File: src/rtl/bsg_manycore_host_req_arbiter.sv
// Round-robin arbiter sharing one host manycore request/response FIFO pair among num_req_p requesters.
// Optional BSG_MANYCORE_HOST_ARB_DROP_UNEXPECTED_EN: consume unexpected responses and raise sticky err_o.
module bsg_manycore_host_req_arbiter #(
    parameter int unsigned num_req_p      = 2,
    parameter int unsigned fifo_width_p   = 128,
    parameter int unsigned op_offset_p    = 0,
    parameter int unsigned read_credits_p = 16
) (
    input  logic                                clk_i,
    input  logic                                reset_n_i,
    input  logic [num_req_p*fifo_width_p-1:0]   req_i,
    input  logic [num_req_p-1:0]                req_v_i,
    output logic [num_req_p-1:0]                req_ready_o,
    output logic [fifo_width_p-1:0]             rsp_o,
    output logic [num_req_p-1:0]                rsp_v_o,
    input  logic [num_req_p-1:0]                rsp_ready_i,
    output logic [fifo_width_p-1:0]             fifo_req_o,
    output logic                                fifo_req_v_o,
    input  logic                                fifo_req_ready_i,
    input  logic [fifo_width_p-1:0]             fifo_rsp_i,
    input  logic                                fifo_rsp_v_i,
    output logic                                fifo_rsp_ready_o,
    output logic [$clog2(read_credits_p+1)-1:0] outstanding_o,
    output logic                                err_o
);

    localparam int unsigned idx_w = (num_req_p > 1) ? $clog2(num_req_p) : 1;
    localparam int unsigned cnt_w = $clog2(read_credits_p + 1);
    localparam int unsigned ptr_w = (read_credits_p > 1) ? $clog2(read_credits_p) : 1;
    localparam logic [7:0]  e_remote_load = 8'h00;

    typedef enum logic {e_idle, e_lock} state_e;

    state_e                 state_r, state_n;
    logic [idx_w-1:0]       rr_ptr_r, lock_idx_r, rr_idx, grant_idx, head;
    logic [idx_w:0]         cand;
    logic                   rr_found, grant_v, req_hs, credit_avail;
    logic                   push, pop, empty;
    logic [num_req_p-1:0]   is_load, eligible;
    logic [ptr_w-1:0]       wr_ptr_r, rd_ptr_r;
    logic [idx_w-1:0]       order_mem_r [read_credits_p];

    function automatic logic [ptr_w-1:0] ptr_inc(input logic [ptr_w-1:0] p);
        return (p == ptr_w'(read_credits_p - 1)) ? '0 : p + ptr_w'(1);
    endfunction

    assign credit_avail = (outstanding_o < cnt_w'(read_credits_p));

    // Loads need a free read credit to be eligible; everything else only needs valid.
    always_comb begin
        is_load  = '0;
        eligible = '0;
        for (int k = 0; k < int'(num_req_p); k++) begin
            is_load[k]  = (req_i[k*fifo_width_p + op_offset_p +: 8] == e_remote_load);
            eligible[k] = req_v_i[k] & (~is_load[k] | credit_avail);
        end
    end

    // First eligible requester at or after rr_ptr, wrapping.
    always_comb begin
        rr_found = 1'b0;
        rr_idx   = rr_ptr_r;
        cand     = '0;
        for (int unsigned i = 0; i < num_req_p; i++) begin
            cand = (idx_w+1)'(rr_ptr_r) + (idx_w+1)'(i);
            if (cand >= (idx_w+1)'(num_req_p)) begin
                cand = cand - (idx_w+1)'(num_req_p);
            end
            if (!rr_found && eligible[cand[idx_w-1:0]]) begin
                rr_found = 1'b1;
                rr_idx   = cand[idx_w-1:0];
            end
        end
    end

    always_ff @(posedge clk_i or negedge reset_n_i) begin
        if (!reset_n_i) begin
            state_r <= e_idle;
        end else begin
            state_r <= state_n;
        end
    end

    always_comb begin
        state_n = state_r;
        case (state_r)
            e_idle:  if (fifo_req_v_o && !fifo_req_ready_i) state_n = e_lock;
            e_lock:  if (req_hs) state_n = e_idle;
            default: state_n = e_idle;
        endcase
    end

    // LOCK pins the grant so fifo_req_o stays stable until the handshake.
    always_comb begin
        grant_idx  = rr_idx;
        grant_v    = rr_found;
        fifo_req_o = '0;
        if (state_r == e_lock) begin
            grant_idx = lock_idx_r;
            grant_v   = eligible[lock_idx_r];
        end
        for (int k = 0; k < int'(num_req_p); k++) begin
            if (grant_idx == idx_w'(k)) fifo_req_o = req_i[k*fifo_width_p +: fifo_width_p];
        end
        fifo_req_v_o = reset_n_i & grant_v;
        req_hs       = fifo_req_v_o & fifo_req_ready_i;
        req_ready_o  = req_hs ? (num_req_p'(1) << grant_idx) : '0;
    end

    always_ff @(posedge clk_i or negedge reset_n_i) begin
        if (!reset_n_i) begin
            rr_ptr_r   <= '0;
            lock_idx_r <= '0;
        end else begin
            if (req_hs) begin
                rr_ptr_r <= (grant_idx == idx_w'(num_req_p - 1)) ? '0 : grant_idx + idx_w'(1);
            end
            if (state_r == e_idle && state_n == e_lock) lock_idx_r <= grant_idx;
        end
    end

    assign push  = req_hs & is_load[grant_idx];
    assign empty = (outstanding_o == '0);
    assign head  = order_mem_r[rd_ptr_r];
    assign pop   = fifo_rsp_v_i & fifo_rsp_ready_o & ~empty;

    always_ff @(posedge clk_i) begin
        if (push) order_mem_r[wr_ptr_r] <= grant_idx;
    end

    // Occupancy of the order FIFO doubles as the outstanding-load count.
    always_ff @(posedge clk_i or negedge reset_n_i) begin
        if (!reset_n_i) begin
            wr_ptr_r      <= '0;
            rd_ptr_r      <= '0;
            outstanding_o <= '0;
        end else begin
            if (push) wr_ptr_r <= ptr_inc(wr_ptr_r);
            if (pop)  rd_ptr_r <= ptr_inc(rd_ptr_r);
            if (push && !pop) begin
                outstanding_o <= outstanding_o + cnt_w'(1);
            end else if (pop && !push) begin
                outstanding_o <= outstanding_o - cnt_w'(1);
            end
        end
    end

    // Steer in-order responses back to the requester at the order-FIFO head.
    always_comb begin
        rsp_o            = fifo_rsp_i;
        rsp_v_o          = '0;
        fifo_rsp_ready_o = 1'b0;
        if (reset_n_i) begin
            if (!empty) begin
                rsp_v_o          = fifo_rsp_v_i ? (num_req_p'(1) << head) : '0;
                fifo_rsp_ready_o = rsp_ready_i[head];
            end
`ifdef BSG_MANYCORE_HOST_ARB_DROP_UNEXPECTED_EN
            else begin
                fifo_rsp_ready_o = 1'b1;
            end
`endif
        end
    end

`ifdef BSG_MANYCORE_HOST_ARB_DROP_UNEXPECTED_EN
    always_ff @(posedge clk_i or negedge reset_n_i) begin
        if (!reset_n_i) begin
            err_o <= 1'b0;
        end else if (fifo_rsp_v_i && fifo_rsp_ready_o && empty) begin
            err_o <= 1'b1;
        end
    end
`else
    assign err_o = 1'b0;
`endif

endmodule
File: config.mk
export PLATFORM = sky130hd
export DESIGN_NAME = bsg_manycore_host_req_arbiter
export DESIGN_NICKNAME = d
export VERILOG_FILES = /design/src/rtl/bsg_manycore_host_req_arbiter.sv
export SDC_FILE = /design/constraint.sdc
export NUM_CORES = 1
export LEC_CHECK = 0
export BUFFER_PORTS_ARGS = -buffer_cell sky130_fd_sc_hd__buf_4
export CORE_AREA = 2 2 254 256
export CTS_CLUSTER_SIZE = 40
export DETAILED_ROUTE_END_ITERATION = 16
export DIE_AREA = 0 0 256 258
export HOLD_SLACK_MARGIN = 0.1
export SLEW_MARGIN = 5
export SYNTH_ARGS = -nofsm -noshare
export SYNTH_HDL_FRONTEND = slang
export SYNTH_SLANG_ARGS = --single-unit
File: constraint.sdc
create_clock -name clk_i -period 4.1 [get_ports clk_i]
set_input_delay 0.205 -clock clk_i [delete_from_list [all_inputs] [get_ports clk_i]]
set_output_delay 0.205 -clock clk_i [all_outputs]
set_load 0.1 [all_outputs]
==> results.tsv, run 1 <==
metric	value	unit
area_growth	73.7	%
synth_cells	682	
skew	0.00451	ns
gr-total-overflow	0	
io_pins	660	
portBuffers	402	
cp_cell_sequence	mux4_1, mux4_2, mux2i_1, nor2_2, inv_1, ha_1, inv_1, ha_1, a21o_1, a21oi_1, xnor2_1, nor2_1, xor2_1	
rows	93	
synth_top_area_cell	nand2_1	
cts_resized	0	
fin_nets	1344	
synthArstFlopShare	0.500	
maxSlewHeadroom	0.578	
critPathArrivalTime	3.79	ns
cts-htree-levels	2	
grt_max_degree	127	
ys_ff_latch	32	
synth_common_cells	369 x nand2_1, 131 x buf_4, 23 x buf_2	
antenna_found_initial	4	
postCtsHoldBufs	1	
root_buffer	clkbuf_16	
vias	5210	
die-width	256	um
ys_seq_area_frac	0.199	
grt_pass1_vias	5014	
status	finished, final reports clean	
synth-edff-count	16	
finalCriticalPeriod	3.63	ns
max_cap_violations	0	
crit_path_top_delay_cell	mux4_1	
grt_usage	0.0713	
timing.fmax	0.276	GHz
gp_congestion	0.912	
finalHoldViolCount	0	
synth_top_area_frac	0.313	
ys.flop_type	edfxtp_1	
final_core_util	0.121	
cp-start-kind	register	
cts_sinks	32	
ys_top_cells_by_area	nand2_1 31%, buf_4 22%, edfxtp_1 11%	
die_area	0.0660	sq mm
hpwl	22100	um
cts_tree	yes	
drive_gt1_frac	0.464	
clk_pin_slew	0.05	ns
wl_per_cell	14.3	um
tns	0	ns
numCtsBuffers	5	
critPathMaxStageDelay	0.61	ns
critical_path_class	reg -> reg	
tightest_slew	0.633	ns
vias_per_cell	2.90	
wl	25700	um
maxSlewViolCount	0	
crit_buf_inv	2	
post-route-period-util	0.885	
start_util	0.0695	
yosysMostFrequentCell	nand2_1	
syn-cell-area	0.00442	sq mm
cts_setup_buffers	0	
antenna_left	0	
dr.pass1.iters	4	
crit_path_end_kind	register	
worstPathRequired	4.26	ns
grt_pass1_wl	34000	um
hp-class	in -> reg	
synth.avg_cell_area	6.48	sq um
route.detailed.drc	0	
yosysWarnings	0	
cp_max_fo	9	
syn-num-nets	1084	
die_h	258	um
insertion_delay	0.28	ns
drt_iter0_drc	273	
cpLargestDelayFamily	multiplexers	
setup_viol	0	
grt_setup_unrepaired	false	
synthDistinctLibCells	51	
whs	0.274	ns
cts_max_path_buffers	2	
core_area	0.0636	sq mm
-- metrics by stage --
step                setup WS (ns)  instances  instance area [sq um]
finish                      0.471       1799                   7680
global route                0.287       1799                   7680
CTS                         0.454       1798                   7680
detailed placement          0.477       1789                   7520
floorplan                   0.441        682                   4420
global placement            0.524       1789                   7520
-- layout by cell type (no fill, tap or decap), types with 2 or more instances in the layout --
cell type and count:
buf_4 413, nand2_1 369, dfrtp_1 16, edfxtp_1 16
mux2_1 12, ha_1 9, nor2_1 8, nor3b_1 8
inv_1 6, a21o_1 5, a21oi_1 5, clkbuf_16 5
nor4_2 4, nor4bb_1 4, nor4b_1 4, xnor2_1 4
nand3_1 3, mux4_1 3, o21ai_0 3, a31oi_1 3
xor2_1 3, nand2b_1 2, mux4_2 2, a211oi_1 2
mux2i_1 2, nand4_1 2, clkinv_2 2, buf_12 2
-- flip-flops by register name, indices dropped and copies added (netlist names) --
| register | cells |
|---|---|
| state_r | 1 |
| outstanding_o | 5 |
| lock_idx_r | 1 |
| wr_ptr_r | 4 |
| order_mem_r | 16 |
| rr_ptr_r | 1 |
| rd_ptr_r | 4 |
-- worst paths after layout --
| kind | startpoint | endpoint | slack, ns | cells after the start |
|---|---|---|---|---|
| hold / removal | fifo_req_ready_i | lock_idx_r | 0.27 | 3 |
| min in group asynchronous | reset_n_i | outstanding_o[3] | 0.36 | 2 |
| max in group asynchronous | reset_n_i | rd_ptr_r[2] | 3.53 | 2 |
| hold reg to reg | rd_ptr_r[3] | rd_ptr_r[3] | 0.52 | 1 |
| setup / recovery | rd_ptr_r[0] | outstanding_o[4] | 0.47 | 13 |
| setup reg to reg | rd_ptr_r[0] | outstanding_o[4] | 0.47 | 13 |
-- worst reg2reg max path, stage by stage (launching register included) --
cell     delay (ns)
dfrtp_1        0.56
mux4_1         0.61
mux4_2         0.53
mux2i_1        0.17
nor2_2         0.23
inv_1          0.07
ha_1           0.21
inv_1          0.14
ha_1           0.29
a21o_1         0.19
a21oi_1        0.17
xnor2_1        0.14
nor2_1         0.07
xor2_1         0.15
-- cells by family (layout without fill, tap and decap cells) --
logic type | count (synthesis) | count (layout) | synth area share
AND/OR/NAND/NOR | 410 | 410 | 0.375
multiplexers | 20 | 20 | 0.0656
adder cells (fa/ha/maj) | 10 | 10 | 0.0300
flip-flops | 32 | 32 | 0.199
buffers and inverters | 172 | 433 | 0.265
other | 1 | 2 | 0.000848
XOR/XNOR | 7 | 7 | 0.0139
AO/OA/AOI/OAI | 30 | 30 | 0.0504
-- cell type report --
cell class              instances  area [sq um]
diodes                          1          2.50
clock buffers                   5           125
clock inverters                 3          18.8
fillers                      7375         56000
inverters                       9          36.3
multi-input cells             478          2390
flip-flops and latches         32           881
well taps                     855          1070
repair buffers                416          3150
-- metal layers --
layer	routed length, um	GRT usage
met4	1110	0.0322
met1	7920	0.0644
met3	5170	0.0622
met2	11500	0.113
met5	22	0
Power of run 1 is left out: the tool's default activity adds up to more than one toggle a clock period on the data nets, which glitch-free logic cannot reach.
==> run 2, diff against run 1 <==
==> constraint.sdc (replaced) <==
create_clock -name clk_i -period 3.85 [get_ports clk_i]
set_input_delay 0.1925 -clock clk_i [delete_from_list [all_inputs] [get_ports clk_i]]
set_output_delay 0.1925 -clock clk_i [all_outputs]
set_load 0.1 [all_outputs]
==> results.tsv, run 2 (synthesis gave the netlist of run 1 again) <==
metric	value	unit	change
status	finished, final reports clean		unchanged
drive_gt1_frac	0.465		was 0.464
grt_pass1_wl	34500	um	was 34000 um
use_met1	0.0686		was 0.0644
max_cap_violations	0		unchanged
largestRegisters	order_mem_r: 16 flops, outstanding_o: 5 flops		unchanged
ff_latch_area	882	sq um	was 881 sq um
hp-class	in -> reg		unchanged
maxSlewHeadroom	0.577		was 0.578
antenna_found_initial	1		was 4
root_buffer	clkbuf_16		unchanged
grt_max_degree	115		was 127
cp-start-kind	register		unchanged
die-width	256	um	unchanged
final_common_cell	buf_4		unchanged
timing.fmax	0.286	GHz	was 0.276 GHz
insertion_delay	0.27	ns	was 0.28 ns
setup_viol	0		unchanged
multiInputGateArea	0.00239	sq mm	unchanged
area_growth	74.4	%	was 73.7%
grt_setup_unrepaired	false		unchanged
worstPathRequired	4.01	ns	was 4.26 ns
die_h	258	um	unchanged
drt_iter0_drc	260		was 273
critPathArrivalTime	3.66	ns	was 3.79 ns
grtUsageMet3	0.0584		was 0.0622
dr.pass1.iters	4		unchanged
wl	25800	um	was 25700 um
tns	0	ns	unchanged
antenna_left	0		unchanged
die_area	0.0660	sq mm	unchanged
fillerInstances	7423		was 7375
stdcell_count	1798		was 1799
finalCriticalPeriod	3.50	ns	was 3.63 ns
io_pins	660		unchanged
maxSlewViolCount	0		unchanged
start_util	0.0695		unchanged
wl_per_cell	14.3	um	about the same
mostFrequentLayoutCells	412 x buf_4, 369 x nand2_1, 16 x edfxtp_1		was 413 x buf_4, 369 x nand2_1, 16 x dfrtp_1, 16 x edfxtp_1, 12 x mux2_1
placed_cells	1788		was 1789
cts-htree-levels	2		unchanged
tightest_slew	0.634	ns	was 0.633 ns
finalHoldViolCount	0		unchanged
route.detailed.drc	0		unchanged
cts_tree	yes		unchanged
hpwl	22400	um	was 22100 um
vias	5227		was 5210
post-route-period-util	0.909		was 0.885
rows	93		unchanged
grt_pass1_vias	4996		was 5014
skew	0.00486	ns	was 0.00451 ns
portBuffers	402		unchanged
top_usage_layer	met2		unchanged
cts_sinks	32		unchanged
final_core_util	0.121		about the same
crit_path_end_kind	register		unchanged
fin_nets	1343		was 1344
regMostFlops	order_mem_r		unchanged
clk_pin_slew	0.05	ns	about the same
met2_usage	0.112		was 0.113
grt_usage	0.0718		was 0.0713
gp_congestion	0.892		was 0.912
cp_max_fo	9		unchanged
cts_max_path_buffers	2		unchanged
gr-total-overflow	0		unchanged
vias_per_cell	2.91		was 2.90
cts_setup_buffers	0		unchanged
largest_reg_flops	16		unchanged
numCtsBuffers	5		unchanged
critical_path_class	reg -> reg		unchanged
core_area	0.0636	sq mm	unchanged
-- run 2: worst max-delay path, stage by stage, from the launching register on --
cell	delay, ns
dfrtp_2	0.47
mux4_1	0.59
mux4_2	0.52
mux2i_1	0.17
nor2_2	0.22
inv_1	0.07
ha_1	0.21
inv_1	0.14
ha_1	0.28
a21o_1	0.19
a21oi_1	0.17
xnor2_1	0.14
nor2_1	0.07
xor2_1	0.15
-- run 2: final timing paths --
check | start | end | slack [ns] | cells after the start
min in group asynchronous | reset_n_i | outstanding_o[0] | 0.46 | 3
max in group asynchronous | reset_n_i | rd_ptr_r[0] | 3.15 | 3
max | rd_ptr_r[0] | outstanding_o[4] | 0.35 | 13
max reg2reg | rd_ptr_r[0] | outstanding_o[4] | 0.35 | 13
min reg2reg | rr_ptr_r | rr_ptr_r | 0.52 | 1
min | fifo_req_ready_i | wr_ptr_r[2] | 0.29 | 3
-- run 2: timing repair --
item	in CTS	in global routing
endpoints found under the setup margin	0	1
hold buffers	1	0
gates resized for setup	0	1
endpoints found under the hold margin	16	0
-- run 2: metal layers --
metal	share of wire	vias up
li1	-	2546
met5	0	-
met2	0.44	422
met4	0.041	0
met1	0.32	2197
met3	0.19	62
-- run 2: metrics by stage --
| stage | cell area [sq um] | hold WS, ns | setup slack [ns] |
|---|---|---|---|
| after floorplan | 4420 | -0.103 | 0.191 |
| final | 7710 | 0.288 | 0.349 |
| after detailed placement | 7510 | 0.211 | 0.208 |
| after CTS | 7710 | 0.282 | 0.194 |
| after global routing | 7710 | 0.311 | 0.0939 |
| after global placement | 7510 | 0.209 | 0.251 |
-- run 2: cell type report --
cell class | count | share of cell area
Timing Repair Buffer | 415 | 0.408
Multi-Input combinational cell | 478 | 0.311
Inverter | 9 | 0.00471
Antenna cell | 1 | 0.000325
Clock buffer | 7 | 0.0198
Tap cell | 855 | 0.139
Clock inverter | 1 | 0.00389
Sequential cell | 32 | 0.114
Power of run 2 is left out for the same reason.
==> run 3, diff against run 2 <==
--- a/config.mk
+++ b/config.mk
@@ -11,6 +11,7 @@
 export DETAILED_ROUTE_END_ITERATION = 16
 export DIE_AREA = 0 0 256 258
 export HOLD_SLACK_MARGIN = 0.1
+export REMOVE_ABC_BUFFERS = 1
 export SLEW_MARGIN = 5
 export SYNTH_ARGS = -nofsm -noshare
 export SYNTH_HDL_FRONTEND = slang
==> results.tsv, run 3 (synthesis gave the netlist of run 1 again) <==
metric	value	unit	change
rrSetupSlack	0.29	ns	was 0.35 ns
die_h	258	um	unchanged
maxSlewHeadroom	0.586		was 0.577
stdcell_count	1804		was 1798
regMostFlops	order_mem_r		unchanged
worstPathRequired	4.00	ns	was 4.01 ns
multiInputGateArea	0.00237	sq mm	was 0.00239 sq mm
grt_usage	0.158		was 0.0718
cts_resized	0		unchanged
numCtsBuffers	5		unchanged
largest_reg_flops	16		unchanged
die_area	0.0660	sq mm	unchanged
maxSlewViolCount	0		unchanged
antenna_found_initial	36		was 1
vias	5838		was 5227
area_growth	73.4	%	was 74.4%
critical_path_class	reg -> reg		unchanged
ff_latch_area	881	sq um	was 882 sq um
finalCriticalPeriod	3.56	ns	was 3.50 ns
leakagePower	3.87	nW	
critPathArrivalTime	3.71	ns	was 3.66 ns
start_util	0.0695		unchanged
cts-htree-levels	2		unchanged
placed_cells	1788		unchanged
route.detailed.drc	0		unchanged
final_cell_area	0.00767	sq mm	was 0.00771 sq mm
grt_pass1_vias	5461		was 4996
status	finished, final reports clean		unchanged
total_power	9.74	mW	
core_area	0.0636	sq mm	unchanged
ir_drop	0.851	mV	
grt_setup_unrepaired	false		unchanged
crit_path_end_kind	register		unchanged
grt_max_degree	101		was 115
cp-start-kind	register		unchanged
fin_nets	1343		unchanged
drt_iter0_drc	290		was 260
final_common_cell	buf_4		unchanged
setup_viol	0		unchanged
max_cap_violations	0		unchanged
drive_gt1_frac	0.458		was 0.465
dr.pass1.iters	4		unchanged
wl	54800	um	was 25800 um
finalHoldViolCount	0		unchanged
timing.fmax	0.281	GHz	was 0.286 GHz
gp_congestion	0.912		was 0.892
io_pins	660		unchanged
tightest_slew	0.616	ns	was 0.634 ns
rows	93		unchanged
die-width	256	um	unchanged
wl_per_cell	30.4	um	was 14.3 um
cp_max_fo	9		unchanged
cts_tree	yes		unchanged
layout_setup_ws	0.285	ns	was 0.349 ns
cts_max_path_buffers	2		unchanged
hp-class	in -> reg		unchanged
vias_per_cell	3.24		was 2.91
skew	0.00387	ns	was 0.00486 ns
mostFrequentLayoutCells	411 x buf_4, 369 x nand2_1, 16 x dfrtp_1, 16 x edfxtp_1, 12 x mux2_1		was 412 x buf_4, 369 x nand2_1, 16 x edfxtp_1
place_ws	0.273	ns	was 0.208 ns
insertion_delay	0.27	ns	about the same
largestRegisters	order_mem_r: 16 flops, outstanding_o: 5 flops		unchanged
cts_sinks	32		unchanged
portBuffers	402		unchanged
hpwl	49200	um	was 22400 um
dpl_cell_area	0.00750	sq mm	was 0.00751 sq mm
antenna_left	0		unchanged
fillerInstances	7455		was 7423
post-route-period-util	0.926		was 0.909
gr-total-overflow	0		unchanged
power.density	1270	mW/mm^2	
clk_pin_slew	0.05	ns	about the same
grt_pass1_wl	65600	um	was 34500 um
root_buffer	clkbuf_16		unchanged
==> run 3: changes by cell type in the layout (fill, tap and decap cells not counted), moves of 2 or more <==
cell / delta
nor4_1: +4
diode_2: +6
clkbuf_1: +2
nor4_2: -4
clkbuf_8: -2
==> run 3: worst paths after layout <==
kind,startpoint,to,cells after the start
max in group asynchronous,reset_n_i,wr_ptr_r[3],3
setup reg to reg,rd_ptr_r[0],outstanding_o[4],13
min in group asynchronous,reset_n_i,rd_ptr_r[2],3
setup / recovery,rd_ptr_r[0],outstanding_o[4],13
hold / removal,fifo_req_ready_i,lock_idx_r,3
hold reg to reg,rd_ptr_r[3],rd_ptr_r[3],1
==> run 3: critical path: stages, from the launching register on <==
cell	delay, ns
dfrtp_1	0.54
mux4_1	0.60
mux4_2	0.52
mux2i_1	0.16
nor2_2	0.22
inv_1	0.08
ha_1	0.21
inv_1	0.15
ha_1	0.29
a21o_1	0.19
a21oi_1	0.16
xnor2_1	0.13
nor2_1	0.06
xor2_1	0.14
==> run 3: cell type report <==
| class | instances | share of cell area |
|---|---|---|
| repair buffers | 415 | 0.412 |
| multi-input cells | 478 | 0.309 |
| well taps | 855 | 0.140 |
| flip-flops and latches | 32 | 0.115 |
| clock buffers | 7 | 0.0173 |
| inverters | 9 | 0.00473 |
| diodes | 7 | 0.00228 |
| clock inverters | 1 | 0.000653 |
==> run 3: repair_timing <==
item / in CTS / in global routing
endpoints found under the hold margin: 16 / 0
hold buffers: 1 / 0
setup buffers: 0 / 0
==> run 3: power breakdown <==
| group | leakage [nW] | internal, mW | switching, mW | total (mW) |
|---|---|---|---|---|
| Sequential | 0.344 | 0.455 | 0.103 | 0.558 |
| Combinational | 3.46 | 1.72 | 7.10 | 8.81 |
| Clock | 0.0679 | 0.238 | 0.130 | 0.368 |
==> run 3: metal layers <==
layer	wire length, um	GRT usage	up-vias
li1	-	-	2556
met1	20600	0.165	2511
met2	16800	0.173	649
met3	15300	0.216	78
met4	828	0.0206	44
met5	1260	0.119	-
==> run 3: stage by stage <==
| stage | TNS, ns | hold WS [ns] | util |
|---|---|---|---|
| floorplan | -405.53 | -0.103 | - |
| global placement | 0 | 0.208 | 0.118 |
| detailed placement | 0 | 0.215 | 0.118 |
| CTS | 0 | 0.256 | 0.120 |
| global route | 0 | 0.302 | 0.120 |
| finish | 0 | 0.265 | 0.120 |
No activity file was read; power rests on OpenSTA's default activity.
